[config.mk]
export PLATFORM = sky130hd
export DESIGN_NAME = dbg_reg_writer
export DESIGN_NICKNAME = d
export VERILOG_FILES = /design/src/rtl/dbg_reg_writer.sv
export SDC_FILE = /design/constraint.sdc
export NUM_CORES = 1
export LEC_CHECK = 0
export CAP_MARGIN = 20
export CORE_UTILIZATION = 51
export CTS_CLUSTER_SIZE = 24
export DETAILED_ROUTE_END_ITERATION = 10
export GPL_TIMING_DRIVEN = 0
export PLACE_DENSITY_LB_ADDON = 0.1
export SYNTH_ARGS = -nofsm -noshare
export SYNTH_HDL_FRONTEND = slang
export SYNTH_SLANG_ARGS = --single-unit
[constraint.sdc]
create_clock -name clk -period 2.2 [get_ports clk]
set_input_delay 0.55 -clock clk [delete_from_list [all_inputs] [get_ports clk]]
set_output_delay 0.55 -clock clk [all_outputs]
set_load 0.01 [all_outputs]
[src/rtl/dbg_reg_writer.sv]
// Debug command port: byte-stream frames halt/run the CPU and write/read registers 0..7.
// Latency: halt/write/response one cycle after the final byte; read data two cycles after the addr byte.
// Backpressure: rx_ready drops while sampling or responding; tx byte held stable until tx_ready.
module dbg_reg_writer #(
    parameter int unsigned TIMEOUT       = 1000,
    parameter bit          HALT_ON_RESET = 1'b0
) (
    input  logic        clk,
    input  logic        rst_n,
    input  logic [7:0]  rx_data,
    input  logic        rx_valid,
    output logic        rx_ready,
    output logic [7:0]  tx_data,
    output logic        tx_valid,
    input  logic        tx_ready,
    output logic        cpu_halt,
    output logic        reg_we,
    output logic [2:0]  reg_waddr,
    output logic [15:0] reg_wdata,
    output logic [2:0]  reg_raddr,
    input  logic [15:0] reg_rdata
);

    localparam int unsigned     CW       = (TIMEOUT > 1) ? $clog2(TIMEOUT + 1) : 1;
    localparam logic [CW-1:0]   TO_LIMIT = CW'(TIMEOUT);
    localparam logic [7:0]      OP_HALT  = 8'h01;
    localparam logic [7:0]      OP_RUN   = 8'h02;
    localparam logic [7:0]      OP_WRITE = 8'h03;
    localparam logic [7:0]      OP_READ  = 8'h04;
    localparam logic [7:0]      RSP_ACK  = 8'hA5;
    localparam logic [7:0]      RSP_NAK  = 8'hEE;

    typedef enum logic [3:0] {
        S_IDLE,
        S_W_ADDR,
        S_W_DHI,
        S_W_DLO,
        S_R_ADDR,
        S_R_SAMPLE,
        S_TX_HI,
        S_TX_LO,
        S_RESP
    } state_t;

    state_t        state_q, state_d;
    logic          cpu_halt_q, cpu_halt_d;
    logic          reg_we_q, reg_we_d;
    logic [2:0]    reg_waddr_q, reg_waddr_d;
    logic [15:0]   reg_wdata_q, reg_wdata_d;
    logic [2:0]    reg_raddr_q, reg_raddr_d;
    logic [15:0]   rdata_q, rdata_d;
    logic [2:0]    addr_q, addr_d;
    logic [7:0]    dhi_q, dhi_d;
    logic          nak_q, nak_d;
    logic [CW-1:0] cnt_q, cnt_d;

    logic          wait_st;
    logic          rx_fire;
    logic [CW-1:0] cnt_inc;

    // States where the block is waiting on the next byte of a frame
    assign wait_st  = (state_q == S_W_ADDR) || (state_q == S_W_DHI) ||
                      (state_q == S_W_DLO)  || (state_q == S_R_ADDR);
    assign rx_ready = (state_q == S_IDLE) || wait_st;
    assign rx_fire  = rx_valid && rx_ready;
    assign cnt_inc  = cnt_q + CW'(1);

    assign tx_valid  = (state_q == S_TX_HI) || (state_q == S_TX_LO) || (state_q == S_RESP);
    assign cpu_halt  = cpu_halt_q;
    assign reg_we    = reg_we_q;
    assign reg_waddr = reg_waddr_q;
    assign reg_wdata = reg_wdata_q;
    assign reg_raddr = reg_raddr_q;

    // Response byte is selected by state so it stays stable while tx is stalled
    always_comb begin
        tx_data = 8'h00;
        case (state_q)
            S_TX_HI: tx_data = rdata_q[15:8];
            S_TX_LO: tx_data = rdata_q[7:0];
            S_RESP:  tx_data = nak_q ? RSP_NAK : RSP_ACK;
            default: tx_data = 8'h00;
        endcase
    end

    // Frame decoder: next state, register-port updates and inter-byte timeout
    always_comb begin
        state_d     = state_q;
        cpu_halt_d  = cpu_halt_q;
        reg_we_d    = 1'b0;
        reg_waddr_d = reg_waddr_q;
        reg_wdata_d = reg_wdata_q;
        reg_raddr_d = reg_raddr_q;
        rdata_d     = rdata_q;
        addr_d      = addr_q;
        dhi_d       = dhi_q;
        nak_d       = nak_q;
        cnt_d       = '0;

        // A byte arriving in the same cycle as the limit wins over the abort
        if (wait_st && !rx_fire) begin
            if (cnt_inc == TO_LIMIT) begin
                nak_d   = 1'b1;
                state_d = S_RESP;
            end else begin
                cnt_d = cnt_inc;
            end
        end

        case (state_q)
            S_IDLE: begin
                if (rx_fire) begin
                    case (rx_data)
                        OP_HALT: begin
                            cpu_halt_d = 1'b1;
                            nak_d      = 1'b0;
                            state_d    = S_RESP;
                        end
                        OP_RUN: begin
                            cpu_halt_d = 1'b0;
                            nak_d      = 1'b0;
                            state_d    = S_RESP;
                        end
                        OP_WRITE: state_d = S_W_ADDR;
                        OP_READ:  state_d = S_R_ADDR;
                        default: begin
                            nak_d   = 1'b1;
                            state_d = S_RESP;
                        end
                    endcase
                end
            end
            S_W_ADDR: begin
                if (rx_fire) begin
                    addr_d  = rx_data[2:0];
                    state_d = S_W_DHI;
                end
            end
            S_W_DHI: begin
                if (rx_fire) begin
                    dhi_d   = rx_data;
                    state_d = S_W_DLO;
                end
            end
            S_W_DLO: begin
                if (rx_fire) begin
                    // Writes are only legal while the pipeline is frozen
                    if (cpu_halt_q) begin
                        reg_we_d    = 1'b1;
                        reg_waddr_d = addr_q;
                        reg_wdata_d = {dhi_q, rx_data};
                        nak_d       = 1'b0;
                    end else begin
                        nak_d = 1'b1;
                    end
                    state_d = S_RESP;
                end
            end
            S_R_ADDR: begin
                if (rx_fire) begin
                    reg_raddr_d = rx_data[2:0];
                    state_d     = S_R_SAMPLE;
                end
            end
            S_R_SAMPLE: begin
                rdata_d = reg_rdata;
                state_d = S_TX_HI;
            end
            S_TX_HI: if (tx_ready) state_d = S_TX_LO;
            S_TX_LO: if (tx_ready) state_d = S_IDLE;
            S_RESP:  if (tx_ready) state_d = S_IDLE;
            default: state_d = S_IDLE;
        endcase
    end

    // State and output registers; reset also cancels any pending write strobe
    always_ff @(posedge clk) begin
        if (!rst_n) begin
            state_q     <= S_IDLE;
            cpu_halt_q  <= HALT_ON_RESET;
            reg_we_q    <= 1'b0;
            reg_waddr_q <= '0;
            reg_wdata_q <= '0;
            reg_raddr_q <= '0;
            rdata_q     <= '0;
            addr_q      <= '0;
            dhi_q       <= '0;
            nak_q       <= 1'b0;
            cnt_q       <= '0;
        end else begin
            state_q     <= state_d;
            cpu_halt_q  <= cpu_halt_d;
            reg_we_q    <= reg_we_d;
            reg_waddr_q <= reg_waddr_d;
            reg_wdata_q <= reg_wdata_d;
            reg_raddr_q <= reg_raddr_d;
            rdata_q     <= rdata_d;
            addr_q      <= addr_d;
            dhi_q       <= dhi_d;
            nak_q       <= nak_d;
            cnt_q       <= cnt_d;
        end
    end

endmodule

==> metrics.yaml, run 1 <==
fin_worst_skew_ns: 0.00820
boundaryPins: 62
yosys.cell_types.count: 52
synth_ff_type: "sky130_fd_sc_hd__dfxtp_1"
cp_max_fo: 5
instance_count_of_the_mapped_netlist: 363
cts_inserted_buffers: 9
post_syn_nets: 392
track_usage: 0.240
core_area_um2: 5640
synth.yosys.seq_area_share: 0.434
number_of_nets_with_antenna_violations_after_routing: 0
grt_pass1_vias: 2440
grt_start_max_net_pins: 13
timing.hold.ws_ns: 0.463
final_area_um2: 4030
gpl.final_weighted_congestion: 0.909
final-instance-count-excl-fill: 514
holdPathStages: 2
cell_area_synth_um2: 3050
cts_htree_levels: 3
place.port_buffers: 57
finish.net_count: 466
setup_viol: 0
finalCriticalPeriod_ns: 2.17
worst_ir_drop_vdd_uv: 443
synthToLayoutAreaGrowth_pct: 32.3
antenna_found_initial: 0
slew-limit-headroom: 0.678
clock-sinks: 66
placed_area_um2: 3710
die_area_um2: 6280
worstSetupStartpoint: "state_q[1]"
fin_total_pwr_mw: 2.51
start_util: 0.540
length_of_the_first_detailed_routing_pass_in_iterations: 4
drt_iter0_drc: 132
vias: 2754
postSynth.asyncResetShare: 0
overflow: 0
floorplan.die.width_um: 79.3
max-cap-violations: 0
criticalPathCategory: "reg2out"
ys_ff_latch: 66
post-place-ws_ns: -0.597
antenna-diode-count: 0
max-clock-path-buffers: 2
dp.cells: 492
postLayoutCoreUtil: 0.714
syn_avg_cell_area_um2: 8.39
cp_data_arrival_time_ns: 1.62
grt_first_pass_wirelength_um: 11600
power.leakage_nw: 1.45
hold_violations: 0
leading_cell_type_in_the_layout_fill_and_taps_excluded: "sky130_fd_sc_hd__nand2_1"
powerDensity_nw_per_um2: 624
worst_slack_ns: 0.0320
startpoint_of_the_worst_slack_reg_to_reg_timing_path: "state_q[2]"
synthesis.yosys.warnings: 0
dpl.hpwl_um: 4860
data_required_time_of_the_critical_path_ns: 1.65
synth_edf_count: 0
route.detailed.wl_per_inst_um: 13.8
endpoint_kind: "output pin"
post_route_cells_drive_above_1_share: 0.156
timing.hold.worst.class: "reg2reg"
floorplan.rows: 27
worstMarginPinSlew_ns: 0.482
reg2regPathDepth: 6
die_h_um: 79.3
clk_latency_ns: 0.35
timing.final.crit_share: 0.985
post-route-drc-count: 0
final-max-slew-violation-count: 0
holdCritStartpoint: "rdata_q[15]"
root_buffer: "sky130_fd_sc_hd__clkbuf_8"
drt-vias-per-instance: 5.36
layout_common_cells: "sky130_fd_sc_hd__nand2_1, sky130_fd_sc_hd__dfxtp_1, sky130_fd_sc_hd__clkdlybuf4s50_1"
worst_setup_path_start_kind: "register"
outcome: "completed"
clkTransAtPathRegs_ns: 0.07
postRouteWirelength_um: 7080
setup_total_negative_slack_ns: 0
upper_clock_frequency_limit_mhz: 461
tritoncts: "done"
-- critical path, stage by stage, from the launching register on --
cell	delay, ns
sky130_fd_sc_hd__dfxtp_2	0.33
sky130_fd_sc_hd__buf_6	0.13
sky130_fd_sc_hd__clkinvlp_4	0.10
sky130_fd_sc_hd__buf_4	0.16
sky130_fd_sc_hd__o21ai_0	0.25
sky130_fd_sc_hd__dlygate4sd2_1	0.31
-- power by group --
part / internal, mW / total (mW) / switching (mW)
combinational: 0.101 / 0.198 / 0.0964
sequential: 1.20 / 1.20 / 0.00526
clock: 0.635 / 1.11 / 0.476
total: 1.93 / 2.51 / 0.578
-- metal layers --
layer	global-route usage	vias to the layer above	wire (um)	share of wire
met5	0	-	0	0
met4	0.102	0	110	0.016
met3	0.0529	9	299	0.042
met2	0.376	75	3340	0.47
met1	0.317	1285	3330	0.47
li1	-	1385	-	-
-- cell families (layout without fill, tap and decap cells) --
family | Yosys count | in the layout | share of synthesized area
and+or+nand+nor | 170 | 170 | 0.261
muxes | 13 | 13 | 0.0436
buffers and inverters | 26 | 105 | 0.0394
xor gates and xnor gates | 8 | 8 | 0.0230
AOI/OAI and AO/OA | 79 | 79 | 0.195
adders and majority gates | 1 | 1 | 0.00411
DFF | 66 | 66 | 0.434
-- state kept, by name, indices dropped and copies added, names as in the netlist, 3 cells and up --
| signal | count |
|---|---|
| rdata_q | 16 |
| dhi_q | 8 |
| reg_raddr | 3 |
| addr_q | 3 |
| reg_wdata | 16 |
| state_q | 4 |
| cnt_q | 10 |
| reg_waddr | 3 |
-- cell type report --
| cell class | instances | area, um^2 |
|---|---|---|
| clock inverter | 7 | 93.8 |
| buffer | 20 | 116 |
| clock buffer | 9 | 124 |
| tap | 72 | 90.1 |
| multi-input combinational | 271 | 1650 |
| fill | 459 | 1610 |
| sequential | 66 | 1330 |
| timing repair buffer | 63 | 598 |
| inverter | 6 | 26.3 |
-- repair_timing --
item / in CTS / in global routing
gates resized for setup: 48 / 10
endpoints found under the setup margin: 10 / 9
setup buffers: 3 / 3
pin swaps: 2 / 2
hold buffers: 0 / 0
-- synthesized netlist by cell type, types with 3 or more instances --
library cell | instances | area, um^2
sky130_fd_sc_hd__xor2_1 | 3 | 26.3
sky130_fd_sc_hd__a21oi_1 | 9 | 45.0
sky130_fd_sc_hd__mux2i_1 | 11 | 110
sky130_fd_sc_hd__or2_2 | 3 | 18.8
sky130_fd_sc_hd__a21boi_0 | 39 | 293
sky130_fd_sc_hd__and3_1 | 4 | 25.0
sky130_fd_sc_hd__nand3_1 | 16 | 80.1
sky130_fd_sc_hd__buf_2 | 9 | 45.0
sky130_fd_sc_hd__a221o_1 | 3 | 30.0
sky130_fd_sc_hd__dfxtp_1 | 66 | 1320
sky130_fd_sc_hd__o21ai_0 | 10 | 50.1
sky130_fd_sc_hd__clkbuf_1 | 9 | 33.8
sky130_fd_sc_hd__inv_1 | 6 | 22.5
sky130_fd_sc_hd__xnor2_1 | 5 | 43.8
sky130_fd_sc_hd__nand2_1 | 88 | 330
sky130_fd_sc_hd__nor2b_1 | 13 | 81.3
sky130_fd_sc_hd__nor2_1 | 26 | 97.6
sky130_fd_sc_hd__or3_1 | 3 | 18.8
sky130_fd_sc_hd__a22oi_1 | 3 | 22.5
-- final timing paths --
check | end | slack [ns]
setup reg to reg | reg_wdata[8] | 0.32
setup / recovery | tx_valid | 0.03
hold reg to reg | rdata_q[15] | 0.46
hold / removal | rdata_q[15] | 0.46
No activity file was read; power rests on OpenSTA's default activity.
==> run 2: changes to the inputs <==
--- a/config.mk
+++ b/config.mk
@@ -5,6 +5,7 @@
 export SDC_FILE = /design/constraint.sdc
 export NUM_CORES = 1
 export LEC_CHECK = 0
+export ABC_AREA = 1
 export CAP_MARGIN = 20
 export CORE_UTILIZATION = 51
 export CTS_CLUSTER_SIZE = 24
==> metrics.yaml, run 2 <==
outcome: "completed"
layout_common_cells: "sky130_fd_sc_hd__nor2_1, sky130_fd_sc_hd__nand2_1, sky130_fd_sc_hd__dfxtp_1"
overflow: 0
clock-sinks: 66
tritoncts: "done"
critPathMaxStageDelay_ns: 0.37
crit_slowest_cell: "sky130_fd_sc_hd__dfxtp_2"
finish.net_count: 523
cts_inserted_buffers: 9
power.leakage_nw: 1.69
post_synth_and_or_nand_nor_area_fraction: 0.309
instance_count_of_the_mapped_netlist: 414
synth_ff_type: "sky130_fd_sc_hd__dfxtp_1"
hold_violations: 0
timing.final.crit_share: 0.968
number_of_nets_with_antenna_violations_after_routing: 0
leading_cell_type_in_the_layout_fill_and_taps_excluded: "sky130_fd_sc_hd__nor2_1"
drt-vias-per-instance: 5.08
place.port_buffers: 61
floorplan.die.width_um: 78.5
worstMarginPinSlew_ns: 0.473
cp_data_arrival_time_ns: 1.58
grt_first_pass_wirelength_um: 12000
dominant_combinational_cell_family_by_area_after_synthesis: "simple AND/OR/NAND/NOR gates"
ys_ff_latch: 66
setup_total_negative_slack_ns: 0
clkTransAtPathRegs_ns: 0.07
synth_top_cell_by_area: "sky130_fd_sc_hd__dfxtp_1"
root_buffer: "sky130_fd_sc_hd__clkbuf_8"
track_usage: 0.252
grt_pass1_vias: 2681
post-synth-top-area-fraction: 0.443
antenna_found_initial: 0
postSynth.asyncResetShare: 0
route.detailed.wl_per_inst_um: 12.9
antenna-diode-count: 0
core_area_um2: 5570
criticalPathCategory: "reg2out"
synth_xor_area_frac: 0.00294
die_h_um: 78.5
gpl.final_weighted_congestion: 0.869
post-route-drc-count: 0
post_route_cells_drive_above_1_share: 0.166
worst_setup_path_start_kind: "register"
die_area_um2: 6160
endpoint_kind: "output pin"
synth_mux_area_frac: 0
boundaryPins: 62
synth.top_cells.by_area: "sky130_fd_sc_hd__dfxtp_1, sky130_fd_sc_hd__nor2_1, sky130_fd_sc_hd__nand2_1, sky130_fd_sc_hd__o21ai_0, sky130_fd_sc_hd__a21oi_1"
timing.hold.worst.class: "reg2reg"
dpl.hpwl_um: 5260
max-cap-violations: 0
synthToLayoutAreaGrowth_pct: 33.2
synth.most_common_cell: "sky130_fd_sc_hd__nor2_1"
rsz0062_at_grt: "no"
grt_start_max_net_pins: 13
yosys.cell_types.count: 34
synth.yosys.seq_area_share: 0.443
synth_edf_count: 0
cts_htree_levels: 3
max-clock-path-buffers: 2
fin_worst_skew_ns: 0.0110
vias: 2900
slew-limit-headroom: 0.685
cts_hold_buffers: 0
timing.critical_path.buf_inv: 4
start_util: 0.535
final-max-slew-violation-count: 0
finalCriticalPeriod_ns: 2.13
clk_latency_ns: 0.35
synth_compound_area_frac: 0.163
adder_cell_fraction_of_synth_area: 0.00420
synthesis.yosys.warnings: 0
postRouteWirelength_um: 7390
syn_avg_cell_area_um2: 7.20
cell_area_synth_um2: 2980
netlist_top_cells_count: "sky130_fd_sc_hd__nor2_1, sky130_fd_sc_hd__dfxtp_1, sky130_fd_sc_hd__nand2_1"
post_syn_nets: 443
setup_viol: 0
drt_iter0_drc: 163
length_of_the_first_detailed_routing_pass_in_iterations: 4
upper_clock_frequency_limit_mhz: 469
floorplan.rows: 27
worst_ir_drop_vdd_uv: 569
powerDensity_nw_per_um2: 883
cpLargestDelayFamily: "buffers and inverters"
postLayoutCoreUtil: 0.712
data_required_time_of_the_critical_path_ns: 1.65
worstPathCellList: "inv_4 -> nor2_4 -> nand2_2 -> inv_2 -> buf_4 -> nand2_1 -> nand3_1 -> dlygate4sd2_1"
cp_max_fo: 5
## run 2: power breakdown
part	internal, mW	leakage (nW)	switching [mW]
clock network	0.553	0.0945	0.490
logic	0.394	1.06	0.645
registers	1.32	0.535	0.109
total	2.26	1.69	1.24
## run 2: path summary, 6_finish.rpt
path,cells past startpoint,start,slack [ns],end
hold / removal,2,dhi_q[7],0.46,reg_wdata[15]
setup reg to reg,12,cnt_q[0],0.35,state_q[0]
hold reg to reg,2,dhi_q[7],0.46,reg_wdata[15]
setup / recovery,8,state_q[2],0.07,tx_data[1]
## run 2: cell type report
| type | count | area (um^2) |
|---|---|---|
| sequential | 66 | 1330 |
| fill | 472 | 1600 |
| multi-input combinational | 288 | 1460 |
| tap | 72 | 90.1 |
| inverter | 48 | 185 |
| buffer | 12 | 52.6 |
| timing repair buffer | 69 | 644 |
| clock inverter | 6 | 66.3 |
| clock buffer | 10 | 138 |
## run 2: per-stage QoR
stage                     hold WS [ns]  worst slack, ns  power, mW  std cells  cell area [um^2]
after global placement           0.438           -0.100       2.42        547              3680
final                            0.464           0.0697       3.51        571              3970
after CTS                        0.462          -0.0435       3.51        569              3960
after floorplan                  0.429            0.633       2.08        414              2980
after detailed placement         0.450          -0.0966       2.44        547              3680
after global routing             0.493          0.00793       3.70        571              3970
## run 2: worst min-delay path, delay by kind of cell, from the launching register on
| kind | cells | cell delay (ns) |
|---|---|---|
| buffers and inverters | 1 | 0.06 |
| AO/OA/AOI/OAI | 1 | 0.05 |
| flip-flops | 1 | 0.31 |
## run 2: logic make-up (layout without fill, tap and decap cells)
logic type / after synthesis / count (layout)
and+or+nand+nor: 195 / 195
AOI/OAI and AO/OA: 91 / 91
DFF: 66 / 66
buffers and inverters: 60 / 145
adders and majority gates: 1 / 1
xor gates and xnor gates: 1 / 1
## run 2: routing by layer
| metal | GRT usage | part of all wire |
|---|---|---|
| met1 | 0.313 | 0.47 |
| met5 | 0 | 0 |
| met4 | 0.0796 | 0.016 |
| met2 | 0.416 | 0.47 |
| met3 | 0.0756 | 0.052 |
## run 2: what timing repair did
item	in CTS	in global routing
gates resized for setup	31	12
cloned	0	0
endpoints found under the setup margin	10	6
setup buffers	6	2
